<file path="config.mk">
export PLATFORM = sky130hd
export DESIGN_NAME = move_command_arbiter
export DESIGN_NICKNAME = d
export VERILOG_FILES = /design/src/rtl/move_command_arbiter.sv
export SDC_FILE = /design/constraint.sdc
export NUM_CORES = 1
export LEC_CHECK = 0
export CORE_UTILIZATION = 33
export CTS_CLUSTER_SIZE = 25
export DETAILED_ROUTE_END_ITERATION = 8
export SLEW_MARGIN = 30
export SYNTH_ARGS = -nofsm -noshare
export SYNTH_HDL_FRONTEND = slang
export SYNTH_SLANG_ARGS = --single-unit
</file>
<file path="constraint.sdc">
create_clock -name clk -period 2.2 [get_ports clk]
set_input_delay 0.44 -clock clk [delete_from_list [all_inputs] [get_ports clk]]
set_output_delay 0.44 -clock clk [all_outputs]
set_load 0.01 [all_outputs]
</file>
<file path="src/rtl/move_command_arbiter.sv">
// move_command_arbiter: turns four debounced direction buttons into single
// 2048 move commands. Press edges are detected, simultaneous presses resolved
// by fixed priority (UP > DOWN > LEFT > RIGHT), one command at a time is
// offered over valid/ready, and a holdoff window follows each accepted move.
// Optional feature: define AUTOREPEAT_EN to re-issue the last direction while
// its button stays held.
module move_command_arbiter #(
    parameter int HOLDOFF_CYCLES = 4,
    parameter int REPEAT_DELAY   = 25_000_000,
    parameter int REPEAT_PERIOD  = 5_000_000,
    parameter int CNT_W          = 25
) (
    input  logic       clk,
    input  logic       reset,
    input  logic       btn_up,
    input  logic       btn_down,
    input  logic       btn_left,
    input  logic       btn_right,
    input  logic       game_over,
    input  logic       move_ready,
    output logic       move_valid,
    output logic [1:0] move_dir,
    output logic       busy,
    output logic [7:0] dropped_cnt
);

    typedef enum logic [1:0] {IDLE, ISSUE, HOLDOFF} state_t;

    localparam logic [CNT_W-1:0] HOLD_LOAD =
        (HOLDOFF_CYCLES > 0) ? CNT_W'(HOLDOFF_CYCLES - 1) : '0;

    state_t           state, state_nxt;
    logic [3:0]       btn_vec;    // bit index equals the direction code
    logic [3:0]       prev_vec;
    logic [3:0]       edge_vec;
    logic             win_valid;
    logic [1:0]       win_dir;
    logic             multi_edge;
    logic             handshake;
    logic             load_dir;
    logic [1:0]       dir_nxt;
    logic [1:0]       dir_q;
    logic [CNT_W-1:0] hold_timer;
    logic             drop_evt;

    assign btn_vec    = {btn_right, btn_left, btn_down, btn_up};
    assign edge_vec   = btn_vec & ~prev_vec;
    assign multi_edge = (edge_vec & (edge_vec - 4'd1)) != 4'd0;
    assign handshake  = (state == ISSUE) && move_ready;

    // Fixed-priority pick of the winning press edge.
    always_comb begin
        // NOTE: every always_comb output gets a default first so no latch is inferred.
        win_valid = 1'b1;
        win_dir   = 2'b00;
        if      (edge_vec[0]) win_dir = 2'b00;
        else if (edge_vec[1]) win_dir = 2'b01;
        else if (edge_vec[2]) win_dir = 2'b10;
        else if (edge_vec[3]) win_dir = 2'b11;
        else                  win_valid = 1'b0;
    end

`ifdef AUTOREPEAT_EN
    localparam logic [CNT_W-1:0] DLY_LOAD =
        (REPEAT_DELAY > 0) ? CNT_W'(REPEAT_DELAY - 1) : '0;
    localparam logic [CNT_W-1:0] PER_LOAD =
        (REPEAT_PERIOD > 0) ? CNT_W'(REPEAT_PERIOD - 1) : '0;

    logic             rep_armed;
    logic             rep_first;
    logic [1:0]       rep_dir;
    logic [CNT_W-1:0] rep_timer;
    logic             rep_fire;
    logic             new_win;

    assign new_win  = (state == IDLE) && win_valid && !game_over;
    assign rep_fire = rep_armed && btn_vec[rep_dir] && (rep_timer == '0) && !game_over;

    // Track the held direction and time the next repeat from each handshake.
    always_ff @(posedge clk) begin
        if (reset) begin
            rep_armed <= 1'b0;
            rep_first <= 1'b0;
            rep_dir   <= 2'b00;
            rep_timer <= '0;
        end else begin
            if (new_win) begin
                rep_armed <= 1'b1;
                rep_first <= 1'b1;
                rep_dir   <= win_dir;
            end else if (!btn_vec[rep_dir]) begin
                rep_armed <= 1'b0;
            end
            if (handshake) begin
                rep_timer <= rep_first ? DLY_LOAD : PER_LOAD;
                rep_first <= 1'b0;
            end else if (rep_timer != '0) begin
                rep_timer <= rep_timer - CNT_W'(1);
            end
        end
    end
`else
    logic rep_fire;
    logic [1:0] rep_dir;
    logic unused_repeat_cfg;
    assign rep_fire = 1'b0;
    assign rep_dir  = 2'b00;
    assign unused_repeat_cfg = ^{32'(REPEAT_DELAY), 32'(REPEAT_PERIOD)};
`endif

    // State register.
    always_ff @(posedge clk) begin
        // NOTE: sequential state uses non-blocking assignments so every flop samples pre-edge values.
        if (reset) state <= IDLE;
        else       state <= state_nxt;
    end

    // Next-state logic; also decides when move_dir is captured.
    always_comb begin
        state_nxt = state;
        load_dir  = 1'b0;
        dir_nxt   = win_dir;
        case (state)
            IDLE: begin
                if (win_valid && !game_over) begin
                    state_nxt = ISSUE;
                    load_dir  = 1'b1;
                end else if (rep_fire) begin
                    state_nxt = ISSUE;
                    load_dir  = 1'b1;
                    dir_nxt   = rep_dir;
                end
            end
            ISSUE: begin
                if (handshake) state_nxt = (HOLDOFF_CYCLES == 0) ? IDLE : HOLDOFF;
            end
            HOLDOFF: begin
                if (hold_timer == '0) state_nxt = IDLE;
            end
            default: state_nxt = IDLE;
        endcase
    end

    // Output decode from state.
    always_comb begin
        move_valid = (state == ISSUE);
        busy       = (state != IDLE);
        move_dir   = dir_q;
    end

    // A press is discarded if it loses priority in IDLE or arrives while busy.
    assign drop_evt = !game_over &&
                      (((state == IDLE) && multi_edge) || ((state != IDLE) && (edge_vec != 4'd0)));

    // Datapath: button history, latched direction, holdoff timer, drop counter.
    always_ff @(posedge clk) begin
        // Buttons held through reset are absorbed into the history and never fire.
        prev_vec <= btn_vec;
        if (reset) begin
            dir_q       <= 2'b00;
            hold_timer  <= '0;
            dropped_cnt <= 8'd0;
        end else begin
            if (load_dir) dir_q <= dir_nxt;
            if (handshake)
                hold_timer <= HOLD_LOAD;
            else if ((state == HOLDOFF) && (hold_timer != '0))
                hold_timer <= hold_timer - CNT_W'(1);
            if (drop_evt && (dropped_cnt != 8'hFF))
                dropped_cnt <= dropped_cnt + 8'd1;
        end
    end

endmodule

</file>
---- After elaboration in Yosys (flattened, before gate mapping) ----
Cells that the tools add are included.
W data, S select, Z words.
storage, ports and cells
  logic and storage cells ................. 52
  memories kept ........................... 0
  output and inout port bits .............. 12
  input port bits ......................... 8
  register bits after elaboration ......... 41
  memory bits (writable) .................. 0
  bits in latches ......................... 0
  ROM bits ................................ 0
cells by class
  shifts and indexed selects .............. 0
  equal/unequal tests ..................... 6
  $add $sub $neg .......................... 3
  bitwise operators ....................... 3
  mux-type cells .......................... 16
  reductions and logical operators ........ 18
  $lt $le $gt $ge ......................... 0
  multipliers ............................. 0
  divide/modulo/power cells ............... 0
operator list
  operator                 count
  $logic_not A25 Y1        1
  $reduce_bool A25 Y1      1
  $sub A25 B1 Y25 const B  1
  $mux W2                  9
  $add A8 B1 Y8 const B    1
  $and A4 B4 Y4            2
  $ne A8 B8 Y1 const B     1
  $reduce_bool A4 Y1       2
  $logic_and A1 B1 Y1      7
  $mux W1                  6
  $pmux W2 S3              1
  $ne A2 B2 Y1 const B     2
  $not A4 Y4               1
  $reduce_bool A2 Y1       2
  $sub A4 B1 Y4 const B    1
  $reduce_and A3 Y1        1
  $eq A2 B1 Y1 const B     1
  $eq A2 B2 Y1 const B     1
  $logic_not A2 Y1         1
  $ne A2 B1 Y1 const B     1
  $reduce_or A2 Y1         1
  $logic_not A1 Y1         1
  $logic_or A1 B1 Y1       1

---- Depth between registers and ports, before layout ----
  word-level depth ........................ 9
  depth in mapped cells ................... 8
  depth with buffers taken out ............ 7

---- Worst setup path before layout ----
No wires, ideal clock.
  kind .................................... reg2reg
  start point ............................. register hold_timer[16]
  end point ............................... register hold_timer[11]
  path slack .............................. 0.197 ns
  clock period less this slack ............ 2.003 ns
  stages on the path, launching flop included .. 8
  data arrival time ....................... 1.871 ns
  library setup time ...................... 0.132 ns
  buffers on the path ..................... 2
  data required time ...................... 2.068 ns
  cell sequence ........................... dfxtp_1 > or4_1 > buf_2 > or3_4 > buf_6 > o21ai_4 > or3_1 > a21oi_1
on the way
  longest elaborated chain between the ends .. 2
ends and longest elaborated chain
  element                   RTL line  source
  start: declaration        43        logic [CNT_W-1:0] hold_timer;
  start signal: assignment  168       hold_timer <= hold_timer - CNT_W'(1);
  $reduce_bool A25 Y1       167       else if ((state == HOLDOFF) && (hold_timer != '0))
  $logic_and A1 B1 Y1       167
No other way between the ends.
A chain may end at the register's enable or synchronous reset.

---- Worst setup path in the final report ----
  start point ............................. input btn_down
  end point ............................... register dropped_cnt[6]
on the way
  longest elaborated chain between the ends .. 8
  elaborated cells on any way between the ends .. 10
  those cells by class .................... 1 x add/sub; 2 x bitwise; 7 x reduce/logical
ends and longest elaborated chain
  element                  RTL line  source
  start: declaration       16        input logic btn_down,
  $and A4 B4 Y4 (*)        47        assign edge_vec = btn_vec & ~prev_vec;
  $sub A4 B1 Y4            48        assign multi_edge = (edge_vec & (edge_vec - 4'd1)) != 4'd0;
  $and A4 B4 Y4            48
  $reduce_bool A4 Y1       48
  $logic_and A1 B1 Y1      153       (((state == IDLE) && multi_edge) || ((state != IDLE) && (edge_vec != 4'd0)));
  $logic_or A1 B1 Y1 (*)   153
  $logic_and A1 B1 Y1 (*)  152       assign drop_evt = !game_over &&
  $logic_and A1 B1 Y1 (*)  169       if (drop_evt && (dropped_cnt != 8'hFF))
  end signal: assignment   170       dropped_cnt <= dropped_cnt + 8'd1;
  end: declaration         24        output logic [7:0] dropped_cnt
Mark *: on every way between the ends. The rest lies on a longest branch, timed or not.

==> metrics.yaml <==
timing:
  relSlewSlack_pct: 68.9
  fin_skew_ps: 5.25
  whs_ps: 485
  fmax_mhz: 465
  drv_slew: 0
  finalWorstSetupSlack_ps: 49.7
  setup_viol: 0
  post-route-min-period_ps: 2150
  tightest_slew_ps: 463
  hold_violations: 0
  period_share_pct: 97.7
yosys:
  synth-async-reset-ratio_pct: 0
  yosysSeqAreaShare_pct: 39.4
  synth_flop_cell: "dfxtp_1"
  yosys.area.top_type: "dfxtp_1"
  netlist_instances: 242
  synth-seq-cells: 41
  synth_top_area_share_pct: 39.4
  synthTopCellsByCount: "41 x dfxtp_1, 24 x a21oi_1, 20 x nor2_1"
  yosysUniqueCellTypes: 46
  synth_area_leaders: "dfxtp_1 39%, a21oi_1 5.8%, or4_1 4.7%, nor2_1 3.6%, xor2_1 3.4%"
  synth.avg_cell_area_um2: 8.60
  synth.most_common_cell: "dfxtp_1"
  synth_edf_count: 0
  ys_warn_count: 0
  synth_area_um2: 2080
  syn-num-nets: 252
cells_and_area:
  synthToLayoutAreaGrowth_pct: 28.1
  diodes: 0
  nNetsFinal: 295
  fin_area_um2: 2670
  utilization_pct: 44.5
  drive_gt1_share_pct: 19.7
global_routing:
  grt_usage_pct: 16.5
  grt_max_degree: 21
  grt_pass1_vias: 1812
  grt.overflow.total: 0
  grt_pass1_wl_mm: 8.45
  antenna_found_initial: 0
min_path:
  hold_class: "flip-flop to flip-flop"
routing:
  via_count: 1944
  route.met3.wl_um: 153
  drt-vias-per-instance: 5.42
  dr.pass1.iters: 4
  top_layer: "met4"
  wl_met2_mm: 2.29
  wl_per_cell_um: 13.6
  wl_met1_mm: 2.40
  wirelength_mm: 4.90
  drc: 0
  ant_nets: 0
  drtIter0Drc: 74
pwr:
  leakage_nw: 0.995
  ir_drop_v: 0.000296
  pwr_density_cell_nw_per_um2: 609
  power_mw: 1.62
setup_path:
  path_cells: "clkdlybuf4s50_1, nor2b_4, a211oi_1, o31a_1, or4_1, a211oi_2"
  path_class: "primary input to flip-flop"
  slowest_stage: "or4_1"
  critPathLaunchType: "primary input"
  critical_path_required_ps: 2420
  cp.arrival_ps: 2370
  worst_path_dominant_cell_family: "simple AND/OR/NAND/NOR gates"
  worstPathMaxFanout: 5
  endpoint_kind: "flip-flop"
  critical_path_buf_inv_count: 1
  cpPeakStageDelay_ps: 550
floorplanning:
  rows: 28
  die-area_um2: 6630
  die_h_um: 81.4
  die_w_um: 81.4
  start_util_pct: 34.8
  coreArea_um2: 5990
  io_pins: 20
cts:
  clkTransAtPathRegs_ps: 80
  tritoncts: "built"
  clk_latency_ps: 290
  ctsHoldBuffers: 0
  clock-sinks: 41
  h-tree-depth: 2
  cts_buffer_depth: 2
  cts_root_buffer: "clkbuf_8"
  numCtsBuffers: 5
placed_design:
  dpl-instance-area_um2: 2520
  place_congestion: 0.786
  pre_cts_ws_ps: -397
  portBuffers: 19
  dp_hpwl_mm: 3.44
status:
  outcome: "complete, no violations"
flow_run:
  maxCapViolations: 0
==> final timing paths <==
check | end | startpoint | depth (start not counted) | slack, ps
hold reg to reg | hold_timer[24] | hold_timer[24] | 1 | 480
setup / recovery | dropped_cnt[6] | btn_down | 6 | 50
setup reg to reg | hold_timer[21] | hold_timer[10] | 5 | 100
hold / removal | hold_timer[24] | hold_timer[24] | 1 | 480
==> through the flow <==
step / std cells / setup TNS (ps)
global placement: 352 / -1800
global route: 359 / -20.7
finish: 359 / 0
detailed placement: 352 / -2210
CTS: 358 / 0
floorplan: 242 / 0
==> cell usage in the layout (no fill, tap or decap), types with 4 or more instances in the layout <==
cell              n
nand2b_1          8
xor2_1            8
or4_1            13
inv_1             5
clkbuf_8          5
nand3_1           4
nor2_1           20
nand2_1          10
nor3_1            7
o31ai_1           7
nor4_1            5
o21ai_0          12
xnor2_1           4
or3_1            10
buf_4            29
dfxtp_1          38
clkdlybuf4s50_1  19
a21oi_1          24
nor2b_1           4
o211ai_1          4
==> timing repair <==
item                                    4_1_cts  5_1_grt
endpoints found under the setup margin        4       17
pin swaps                                     0        2
gates cloned                                  0        0
buffers inserted                              0        1
gates resized for setup                       3       12
==> cells by family (layout without fill, tap and decap cells) <==
kind of cell	count (synthesis)	after routing	synth area share (%)
simple gates	101	101	28.8
compound gates	67	67	21.0
flops	41	41	39.4
buf+inv	17	59	3.49
xor+xnor	12	12	5.05
fa+ha+maj	2	2	1.20
mux	2	2	1.02
==> per-layer routing <==
layer / track usage [%] / vias to the layer above
li1: - / 992
met1: 21.9 / 919
met2: 26.4 / 27
met3: 3.44 / 6
met4: 5.54 / 0
met5: 0 / -
==> worst register-to-register path: stages, from the launching register on <==
cell and delay [ps]:
dfxtp_1 360, or4_4 530, nor4_4 360, o2111ai_4 210
or4_1 440, a21oi_1 150
==> report_power, final <==
| group | total (mW) | switching, mW | internal (mW) |
|---|---|---|---|
| registers | 0.788 | 0.0235 | 0.764 |
| logic | 0.377 | 0.205 | 0.172 |
| clock network | 0.460 | 0.251 | 0.209 |
| total | 1.62 | 0.479 | 1.15 |
==> layout make-up <==
type	count	area, um^2
timing repair buffer	48	408
clock buffer	5	68.8
multi-input combinational	184	1250
inverter	5	18.8
clock inverter	1	5.00
tap	75	93.8
sequential	41	825
fill	602	3320
==> flip-flops by register name, summed over array words and instances (netlist names) <==
name,count
hold_timer,25
prev_vec,4
state,2
move_dir,2
dropped_cnt,8
No activity file was read; power rests on OpenSTA's default activity.
